==> config.mk <==
export PLATFORM = sky130hd
export DESIGN_NAME = ex_forward_ctrl
export DESIGN_NICKNAME = d
export VERILOG_FILES = /design/src/rtl/ex_forward_ctrl.sv
export SDC_FILE = /design/constraint.sdc
export NUM_CORES = 1
export LEC_CHECK = 0
export CAP_MARGIN = 20
export CORE_MARGIN = 8
export CORE_UTILIZATION = 40
export CTS_CLUSTER_SIZE = 8
export DETAILED_ROUTE_END_ITERATION = 8
export PLACE_DENSITY = 0.67
export SETUP_SLACK_MARGIN = 0.2
export SYNTH_ARGS = -nofsm -noshare
export SYNTH_HDL_FRONTEND = slang
export SYNTH_SLANG_ARGS = --single-unit
==> constraint.sdc <==
create_clock -name clk -period 6.4 [get_ports clk]
set_clock_uncertainty 0.15 [all_clocks]
set_input_delay 1.28 -clock clk [delete_from_list [all_inputs] [get_ports clk]]
set_output_delay 1.28 -clock clk [all_outputs]
set_load 0.01 [all_outputs]
==> src/rtl/ex_forward_ctrl.sv <==
// ex_forward_ctrl
//   Forwarding and load-use hazard controller for the EX-stage operand muxes
//   of a 5-stage MIPS pipeline. It keeps a shadow of the destination state of
//   the instructions in EX and MEM. From that state it produces registered
//   operand-mux selects for the instruction entering EX, a combinational
//   load-use stall, and a saturating stall-cycle counter.
//
//   Select encoding: 00 register file, 01 MEM/WB writeback data,
//                    10 EX/MEM ALU result, 11 unused.
//
// Ports
//   clk           pipeline clock, rising-edge
//   reset_n       synchronous active-low reset
//   id_valid      ID stage holds a real instruction
//   id_rs/id_rt   source registers of the ID instruction
//   id_uses_rs/rt ID instruction reads rs / rt
//   id_dest       resolved destination register of the ID instruction
//   id_reg_write  ID instruction writes the register file
//   id_mem_read   ID instruction is a load
//   flush         taken branch/jump: kill the ID instruction this cycle
//   stall         combinational load-use stall (hold PC/IFID, bubble EX)
//   fwd_a_sel     registered operand-A select for the instruction in EX
//   fwd_b_sel     registered operand-B select for the instruction in EX
//   stall_cnt     saturating count of stall cycles
module ex_forward_ctrl #(
  parameter int REG_W = 5,
  parameter int CNT_W = 16
) (
  input  logic             clk,
  input  logic             reset_n,
  input  logic             id_valid,
  input  logic [REG_W-1:0] id_rs,
  input  logic [REG_W-1:0] id_rt,
  input  logic             id_uses_rs,
  input  logic             id_uses_rt,
  input  logic [REG_W-1:0] id_dest,
  input  logic             id_reg_write,
  input  logic             id_mem_read,
  input  logic             flush,
  output logic             stall,
  output logic [1:0]       fwd_a_sel,
  output logic [1:0]       fwd_b_sel,
  output logic [CNT_W-1:0] stall_cnt
);

  typedef struct packed {
    logic             valid;
    logic [REG_W-1:0] dest;
    logic             reg_write;
    logic             mem_read;
  } stage_t;

  localparam logic [1:0] SEL_RF  = 2'b00;
  localparam logic [1:0] SEL_WB  = 2'b01;
  localparam logic [1:0] SEL_ALU = 2'b10;

  // The instruction leaving MEM is not tracked: by the time a reader needs
  // it, the register file's write-before-read already supplies the value.
  stage_t           ex_q, ex_d;
  stage_t           mem_q;
  logic [1:0]       fwd_a_q, fwd_a_d;
  logic [1:0]       fwd_b_q, fwd_b_d;
  logic [CNT_W-1:0] cnt_q, cnt_d;

  logic             advance;

  // A stage supplies register r when it will write r; $0 is never forwarded.
  function automatic logic hits(input stage_t s, input logic [REG_W-1:0] r);
    return s.valid && s.reg_write && (s.dest == r) && (r != '0);
  endfunction

  // EX is the younger writer, so its result takes priority over MEM.
  function automatic logic [1:0] sel_for(input logic             used,
                                         input logic [REG_W-1:0] r,
                                         input stage_t           ex,
                                         input stage_t           mem);
    logic [1:0] sel;
    sel = SEL_RF;
    if (used) begin
      if (hits(ex, r))       sel = SEL_ALU;
      else if (hits(mem, r)) sel = SEL_WB;
    end
    return sel;
  endfunction

  // A load in EX cannot forward its data yet; the dependent reader must wait.
  function automatic logic load_use(input stage_t           ex,
                                    input logic             used,
                                    input logic [REG_W-1:0] r);
    return ex.valid && ex.mem_read && used && (r != '0) && (ex.dest == r);
  endfunction

  function automatic logic [CNT_W-1:0] sat_inc(input logic [CNT_W-1:0] c);
    logic [CNT_W-1:0] one;
    one = {{(CNT_W-1){1'b0}}, 1'b1};
    return (&c) ? c : c + one;
  endfunction

  always_comb begin
    stall   = 1'b0;
    advance = 1'b0;
    ex_d    = '0;
    fwd_a_d = SEL_RF;
    fwd_b_d = SEL_RF;
    cnt_d   = cnt_q;

    // Flush kills the ID instruction, so a hazard it carries is irrelevant.
    stall   = id_valid && !flush &&
              (load_use(ex_q, id_uses_rs, id_rs) ||
               load_use(ex_q, id_uses_rt, id_rt));
    advance = id_valid && !stall && !flush;

    if (advance) begin
      ex_d.valid     = 1'b1;
      ex_d.dest      = id_dest;
      ex_d.reg_write = id_reg_write;
      ex_d.mem_read  = id_mem_read;
      fwd_a_d        = sel_for(id_uses_rs, id_rs, ex_q, mem_q);
      fwd_b_d        = sel_for(id_uses_rt, id_rt, ex_q, mem_q);
    end

    if (stall) cnt_d = sat_inc(cnt_q);
  end

  // ID -> EX -> MEM shadow advance, select and counter registers
  always_ff @(posedge clk) begin
    if (!reset_n) begin
      ex_q    <= '0;
      mem_q   <= '0;
      fwd_a_q <= SEL_RF;
      fwd_b_q <= SEL_RF;
      cnt_q   <= '0;
    end else begin
      ex_q    <= ex_d;
      mem_q   <= ex_q;
      fwd_a_q <= fwd_a_d;
      fwd_b_q <= fwd_b_d;
      cnt_q   <= cnt_d;
    end
  end

  assign fwd_a_sel = fwd_a_q;
  assign fwd_b_sel = fwd_b_q;
  assign stall_cnt = cnt_q;

endmodule

==> summary.txt <==
Placed design
  • Worst slack, placed: 1.557 ns
  • Placed insts: 277
  • GPL Wtd Cong: between 0.8 and 0.9
  • I/O Buffers: 43
  • Post-DP HPWL: roughly 2.9 mm

Route
  • Residual DRC: 0
  • Drt wl/cell: 13.13 microns
  • DRT Pass-1 Iters: 4
  • Final wirelength: 3.743 mm
  • Antenna-violating nets left: 0
  • Vias: 1394
  • DR vias/cell: 4.891
  • Starting DRT DRC Count: 46

Layout
  • Final Non-Filler Cells: ~290
  • Layout cells sized above 1: 0.1073
  • Final Util: 0.5428
  • ANT cells: 0
  • Area growth syn-to-layout: 33.79%
  • Final nets: ~260

Worst setup path
  • Worst-case reg-to-reg path depth: 6
  • CP peak stage delay: between 0.5 and 0.6 ns
  • Crit end category: output pin
  • Critical path depth: 7
  • Cells along the critical path: clkdlybuf4s50_1 > nor4_1 > o21ai_2 > and3_2 > nor2_1 > nor2_1 > clkdlybuf4s50_1
  • Worst-path fanout max: 3
  • Worst r2r src: stall_cnt[2]
  • Worst endpoint data arrival time: 3.42 ns
  • CP max stage cell: nor4_1
  • Top Family by Delay on Critical Path: simple AND/OR/NAND/NOR gates
  • RR Endpoint: stall_cnt[5]
  • Critical path class: input port to output pin
  • Flop-to-flop setup slack: between 4 and 5 ns
  • CP required: 4.97 ns
  • Worst Setup Start Kind: input port
  • CP bufs+invs: 2

CTS
  • CTS resizes: 0
  • Clock Latency Late Sink: about 0.28 ns
  • Root buffer cell: clkbuf_8
  • CTS tree: yes
  • Setup bufs post-CTS: 0
  • CTS H-tree depth: 2
  • Worst-path clk slew: 0.07 ns
  • Sink Count: 35
  • CTS max path bufs: 2
  • CTS Hold Bufs: 0
  • Number of buffers created by CTS: 5

Floorplanning
  • Starting density of the core: 0.4057
  • I/O pin count: 44
  • Die ar.: ~0.0066 sq mm
  • Die Wd: around 82 microns
  • Row count: 24
  • Die Height: about 82 microns
  • Core Area: between 0.004 and 0.005 sq mm

Logic synthesis
  • Cell area after synthesis: ~0.0017 sq mm
  • Sequential-to-total area share from yosys stat: 0.4079
  • Post-synth ARST share: 0
  • Syn. warnings: 0
  • Yosys top cell by area: dfxtp_1
  • Top cells by area, synth: dfxtp_1 (41%), xnor2_1 (5.6%), xor2_1 (5.6%)
  • Most common cell in the netlist: dfxtp_1
  • Post-Syn Instances: approximately 190
  • Synth Flop Type: dfxtp_1
  • Top cell type's share of synthesized area: 0.4079
  • Post-synth EDFFs: 0
  • Avg Cell Area, Syn: around 9.2 sq um
  • FF+latch count, synth: 35
  • Mapped Nets: 210
  • Post-synthesis cell type count: 40
  • Commonest cells post-synth: dfxtp_1 (35), nand2_1 (18), and2_1 (15)

Timing
  • Setup TNS: 0 ns
  • RSZ-0062 raised after global routing: no
  • Final hold violations: 0
  • Fin Hold WS: 0.3094 ns
  • Tmin final: around 4.9 ns
  • Worst-margin pin slew: between 0.7 and 0.8 ns
  • Slew HR: 0.5065
  • Final setup vio count: 0
  • Peak Freq: slightly above 200 MHz
  • Period utilization: 0.7583
  • Fin. max-slew vios: 0
  • Final setup margin: ~1.5 ns

Run
  • Number of max-cap violations: 0

Power and ir drop
  • P_leak: between 0.8 and 0.9 nW
  • VDD IR max: 0.08596 mV
  • Cell Pwr Density: between 150 and 200 mW/mm^2

Global routing
  • Initial antenna violation count: 0
  • Residual overflow from global routing: 0
  • Vias in the first global route: about 1400
  • First-pass GRT wire length: roughly 6.2 mm
  • Largest net degree at the start of global routing: 22
  • Tot GR Track Use: 0.1192

Min path
  • Worst Hold Path EP: fwd_b_sel[0]
  • Worst Hold Launch: mem_q[1]
  • Worst min-delay path class: register to register
  • Hold Path Depth: 2

Run status
  • Status: finished clean
==> layout make-up <==
type	count	area [sq um]
fill	405	1936
multi-input combinational	143	983.4
sequential	35	700.7
timing repair buffer	43	430.4
clock buffer	7	96.34
tap	52	65.06
inverter	4	15.01
clock inverter	1	7.507
==> metrics by stage <==
step | total power [mW] | area, sq um
after global routing | 0.4537 | 2298
after detailed placement | 0.2641 | 2195
after CTS | 0.4410 | 2298
final | 0.4360 | 2298
after global placement | 0.2637 | 2195
after floorplan | 0.2442 | 1718
==> worst max-delay path by stage <==
stage,start,end,slack [ns]
floorplan,id_rs[0],stall,2.67
global placement,id_rt[0],stall,1.61
detailed placement,id_rt[0],stall,1.56
CTS,id_rt[0],stall,1.54
global route,id_rt[0],stall,1.48
finish,id_rt[0],stall,1.55
==> report_power, final <==
group	internal [mW]	switching (mW)	leakage, nW
Clock	0.0979	0.0795	0.0505
Sequential	0.220	0.00209	0.283
Combinational	0.0203	0.0163	0.506
Total	0.338	0.0979	0.840
==> registers in the layout, summed over array words and instances, names as in the netlist <==
| name | count |
|---|---|
| stall_cnt | 16 |
| ex_q | 8 |
| fwd_b_sel | 2 |
| mem_q | 7 |
| fwd_a_sel | 2 |
==> cell families after synthesis <==
kind of cell,share of synthesized area
buf+inv,0.01966
compound gates,0.1078
simple gates,0.3103
fa+ha+maj,0.007282
flops,0.4079
xor+xnor,0.1122
mux,0.03496
==> placed cells by master, fill, tap and decap left out, types with 5 or more instances in the layout <==
cell type / count
nor2_1: 14
xor2_1: 11
nand4_1: 5
clkbuf_8: 7
nand2b_1: 5
dfxtp_1: 35
mux2i_1: 6
nand3_1: 10
nor3_1: 6
a21oi_1: 5
nand2_1: 18
and2_1: 15
xnor2_1: 11
clkdlybuf4s50_1: 43
==> layer usage <==
| layer | GRT usage | part of all wire |
|---|---|---|
| met3 | 0.03501 | 0.050 |
| met4 | 0.04821 | 0.013 |
| met2 | 0.1854 | 0.44 |
| met1 | 0.1509 | 0.49 |
| met5 | 0 | 0 |
==> worst reg2reg max path, stage by stage, from the launching register on <==
cell and delay (ns):
dfxtp_1 0.44, and4_1 0.27, nand4_1 0.15, o31ai_1 0.58, a21oi_1 0.24, nand3_1 0.17, mux2i_1 0.18
Power figures use the tool's default switching activity.
==> patch 1: new RTL, same settings <==
Make the reset (`reset_n`) asynchronous in one clocked block. Comments in the files are not updated.
--- a/src/rtl/ex_forward_ctrl.sv
+++ b/src/rtl/ex_forward_ctrl.sv
@@ -123,7 +123,7 @@
   end
 
   // ID -> EX -> MEM shadow advance, select and counter registers
-  always_ff @(posedge clk) begin
+  always_ff @(posedge clk or negedge reset_n) begin
     if (!reset_n) begin
       ex_q    <= '0;
       mem_q   <= '0;
Formal check against the unedited RTL: differs if reset_n is asserted again (counterexample within 4 cycles, from zero or initial values and one cycle with reset_n low); with reset_n held inactive, the same outputs for 10 cycles.
==> patch 1 against the original RTL <==
- setup slack gained 0.063 ns
- highest routed layer unchanged
- count of clock-buffer cells in the layout shrank 1
- largest power group unchanged
- global-route usage grew 0.47 points
- cell area shrank 0.16%
- synthesized area shrank 1.7%
- wire length shrank 1.8%
- power grew 10%
- synthesized cell count shrank 18%
- clock power grew 19%
- sequential cell count is the same
- maximum frequency grew 1.3%
==> patch 1: results (changes against the original RTL) <==
R2R Path End fwd_a_sel[0]$_DFF_PN0_; Hold Path Class reg2reg; global-route total usage across every layer 12.39% (+0.47 points); count of buffers inserted at the top-level ports 43 (unchanged); dominant delay contributor by cell family on the critical path buffers and inverters; distinct cell type count of the synthesized netlist 30 (-25%); share of layout cells above drive strength 1 10.40% (-0.33 points); share of synthesized registers carrying an async set or reset 100.0% (+100 points); data arrival time of the critical path 3.36 ns (-0.06 ns); Worst Max-Slew Pin Slew 0.6163 ns (-0.1216 ns); reg-to-reg startpoint ex_q[3]$_DFF_PN0_; Post-CTS Setup Bufs 0 (unchanged); Worst Setup Slack post-DPL 1.595 ns (+0.03805 ns); largest net degree at the start of global routing 36 (+64%); first-pass GRT wire length 6.375 mm (+3.0%); CP peak stage delay 0.58 ns (+0.05 ns); number of stages on the worst hold path 0 (-2); hold_ws 0.2555 ns (-0.05388 ns); clock latency of the later-clocked register in the worst-skew pair 0.29 ns; antenna violations before repair 0 (unchanged); proportion of synthesized chip area in sequential cells 51.85% (+11 points); leak pwr 0.9914 nW (+18%); Root Buffer Master sky130_fd_sc_hd__clkbuf_8; total length of routed wires 3.675 mm (-1.8%); number of DRC violations after detailed-routing iteration 0 65 (+41%); final-layout fill cell count 354 (-13%); placed standard-cell area 0.002173 mm² (-0.97%); number of buffers on the longest clock path 2 (unchanged); critical-path cell with the highest stage delay sky130_fd_sc_hd__clkdlybuf4s50_1; Clock transition at path regs 0.07 ns (about the same); via/cell ratio 5.135 (+5.0%); post-CTS sizing 0 (unchanged); worst reg2reg path depth 6 (unchanged); list of most frequent post-synthesis cells sky130_fd_sc_hd__dfrtp_1 (35), sky130_fd_sc_hd__xnor2_1 (17), sky130_fd_sc_hd__xor2_1 (16); final net count 225 (-12%); detailed-routing iteration count for the pre-antenna-repair pass 4 (unchanged); net count of the mapped netlist 176 (-16%); Largest register FFs 16 (unchanged); diode count 0 (unchanged); gpl congestion 0.8919 (+6.0%); Reg2Reg Setup Slack 4.23 ns (+0.07 ns); CTS Buf Count 5 (unchanged); warning count from the yosys run 0 (unchanged); detailed placer's ending HPWL 2.927 mm (+1.9%); via count of the first global-routing pass 1,384 (+0.73%); worst rel slew slack 58.69% (+8.0 points); Hold EP mem_q[1]$_DFF_PN0_; Max H-tree Level 2 (unchanged); IR Drop Worst-Case VDD 0.1702 mV (+98%); highest fanout seen on the critical path 3 (unchanged); status finished clean; most area-consuming cells after synthesis sky130_fd_sc_hd__dfrtp_1 (52%), sky130_fd_sc_hd__xnor2_1 (8.8%), sky130_fd_sc_hd__xor2_1 (8.3%); hold path start ex_q[1]$_DFF_PN0_
patch 1: changes by cell type after synthesis, moves of 3 or more:
cell                       unedited run  this run
sky130_fd_sc_hd__dfrtp_1              0        35
sky130_fd_sc_hd__dfxtp_1             35         0
sky130_fd_sc_hd__and2_1              15         7
sky130_fd_sc_hd__nand2_1             18        10
sky130_fd_sc_hd__mux2i_1              6         0
sky130_fd_sc_hd__xnor2_1             11        17
sky130_fd_sc_hd__xor2_1              11        16
sky130_fd_sc_hd__a21oi_1              5         1
sky130_fd_sc_hd__nand2b_1             5         1
sky130_fd_sc_hd__and3_2               3         0
sky130_fd_sc_hd__clkbuf_1             3         0
sky130_fd_sc_hd__nor3_2               0         3
sky130_fd_sc_hd__o211ai_2             3         0
patch 1: logic make-up after synthesis:
group,count (synthesis),share of synthesized area [%]
adder cells (fa/ha/maj),1,0.7406
buffers and inverters,5,1.629
AND/OR/NAND/NOR,73,25.19
flip-flops,35,51.85
XOR/XNOR,33,17.11
multiplexers,2,1.333
AO/OA/AOI/OAI,3,2.148
patch 1: metrics by stage:
step / utilization (%) / std cells
6_report: 56.96 / 252
5_1_grt: 56.96 / 252
4_1_cts: 56.96 / 252
3_5_place_dp: 53.94 / 244
3_3_place_gp: 53.94 / 244
2_1_floorplan: - / 152
patch 1: power breakdown:
part,internal [W],switching (W),leakage [nW]
Sequential,0.000225,0.00000351,0.470
Combinational,0.0000221,0.0000182,0.460
Clock,0.000128,0.0000827,0.0618
Total,0.000375,0.000104,0.991
patch 1: final cells by class:
type	instances	area [µm²]	area share, %
clock buffer	6	82.58	3.599
clock inverter	2	38.79	1.690
inverter	3	11.26	0.4907
multi-input combinational	112	785.8	34.24
sequential	35	875.8	38.17
tap	50	62.56	2.726
timing repair buffer	44	437.9	19.08
patch 1: per-layer routing:
layer  track usage, %  part of all wire [%]
met1            14.82                    44
met2            19.49                    47
met3            5.188                   8.5
met4            4.643                   1.2
met5                0                     0
patch 1: worst max-delay path by stage:
stage	to	cells past startpoint	slack (ns)	start
2_1_floorplan	stall	5	2.71	id_rt[0]
3_3_place_gp	stall	7	1.64	id_rt[1]
3_5_place_dp	stall	7	1.59	id_rt[1]
4_1_cts	stall	7	1.60	id_rt[1]
5_1_grt	stall	7	1.47	id_rt[1]
6_report	stall	7	1.61	id_rt[1]
==> patch 2: new RTL, config.mk and constraints unchanged <==
Made on the original files. Change the parameter `REG_W` from 5 to 4.
--- a/src/rtl/ex_forward_ctrl.sv
+++ b/src/rtl/ex_forward_ctrl.sv
@@ -23,7 +23,7 @@
 //   fwd_b_sel     registered operand-B select for the instruction in EX
 //   stall_cnt     saturating count of stall cycles
 module ex_forward_ctrl #(
-  parameter int REG_W = 5,
+  parameter int REG_W = 4,
   parameter int CNT_W = 16
 ) (
   input  logic             clk,
Ports: changed (resized id_dest, id_rs and id_rt); port bits go from 44 to 41. The function was not compared with the original's and may differ.
==> patch 2 against the original RTL <==
- via count is 2.9% higher
- wire length is 3.4% lower
- synthesized area is 7.7% lower
- highest routed layer unchanged
- critical path type unchanged
- sequential power is 6% lower
- sequential cell count is 2 lower
- power is 5.4% lower
- cell area is 7.6% lower
- setup slack worse by 0.0017 ns
==> patch 2: results (changes against the original RTL) <==
worst reg2reg path depth 7 (+1); via count of the first global-routing pass 1,402 (+2.0%); inverter count of the layout excluding clock inverters 2 (-2); non-clock buffer total of the final layout 40 (-7.0%); leak pwr 0.7740 nW (-7.8%); net count of the mapped netlist 198 (-5.7%); Worst Setup Slack post-DPL 1.543 ns (-0.01404 ns); largest net degree at the start of global routing 20 (-9.1%); gpl congestion 0.7724 (-8.2%); internal power contribution 0.0003219 W (-4.8%); number of DRC violations after detailed-routing iteration 0 119 (+160%); clock period minus final worst setup slack 4.855 ns (+0.001700 ns); average cell area after synthesis 8.956 µm² (-3.0%); non-filler cells, final 270 (-5.3%); synthesized instance count 177 (-4.8%); first-pass GRT wire length 6.030 mm (-2.6%); proportion of cell area occupied by multi-input gates 41.96% (-0.83 points); status finished clean; distinct cell type count of the synthesized netlist 34 (-15%); routed wire length on met3 258 µm (+37%); reg-to-reg startpoint stall_cnt[0]$_SDFFE_PN0P_; total net switching power 0.00009048 W (-7.6%); power share of the combinational group 7.5% (-0.9 points); count of buffers inserted at the top-level ports 40 (-7.0%); multi-input logic cell count 137 (-4.2%); Non-Clock Buffer Area Fraction 18.86% (+0.13 points); R2R Path End stall_cnt[13]$_SDFFE_PN0P_; CP peak stage delay 0.56 ns (+0.03 ns); global-route total usage across every layer 12.13% (+0.21 points); highest fanout seen on the critical path 7 (+4); routed length on met1 1.528 mm (-17%); power attributed to sequential cells 0.000209 W (-6%); worst rel slew slack 60.31% (+9.7 points); IR Drop Worst-Case VDD 0.09335 mV (+8.6%); placed standard-cell area 0.002022 mm² (-7.9%); Cells after DPL 262 (-5.4%); met2 wire len 1.759 mm (+6.0%); list of most frequent post-synthesis cells sky130_fd_sc_hd__dfxtp_1 (33), sky130_fd_sc_hd__nand2_1 (15), sky130_fd_sc_hd__nand4_1 (14); final-layout fill cell count 379 (-6.4%); total length of routed wires 3.617 mm (-3.4%); dominant delay contributor by cell family on the critical path buffers and inverters; Reg2Reg Setup Slack 4.29 ns (+0.13 ns); via/cell ratio 5.311 (+8.6%); origin of the worst setup path id_rs[0]; hold path start ex_q[1]$_SDFF_PN0_; Design Area, Final 0.002123 mm² (-7.6%); Seq area share 31.11% (+0.63 points); most area-consuming cells after synthesis sky130_fd_sc_hd__dfxtp_1 (42%), sky130_fd_sc_hd__nand4_1 (5.5%), sky130_fd_sc_hd__xor2_1 (5.5%); clock network area share 4.773% (+0.25 points); Hold EP mem_q[1]$_SDFF_PN0_
patch 2: cell count changes in the layout (fill, tap and decap cells not counted), moves of 4 or more:
cell / unedited run / this run
sky130_fd_sc_hd__nand4_1: 5 / 14
sky130_fd_sc_hd__o21ai_0: 0 / 8
sky130_fd_sc_hd__and3_1: 3 / 7
sky130_fd_sc_hd__or3_1: 0 / 6
sky130_fd_sc_hd__nor2_1: 14 / 3
patch 2: logic make-up (layout without fill, tap and decap cells):
family,count (synthesis),after routing,share of synthesized area (%)
buf+inv,7,50,2.131
compound gates,20,20,7.104
xor+xnor,18,18,9.945
fa+ha+maj,1,1,0.7891
flops,33,33,41.67
mux,5,5,3.157
simple gates,93,93,35.20
patch 2: metal layers:
metal  vias up  global-route usage, %
met5         -                      0
met4         0                  6.481
met3         6                  5.305
met2        40                  20.05
met1       672                  12.80
li1        716                      -
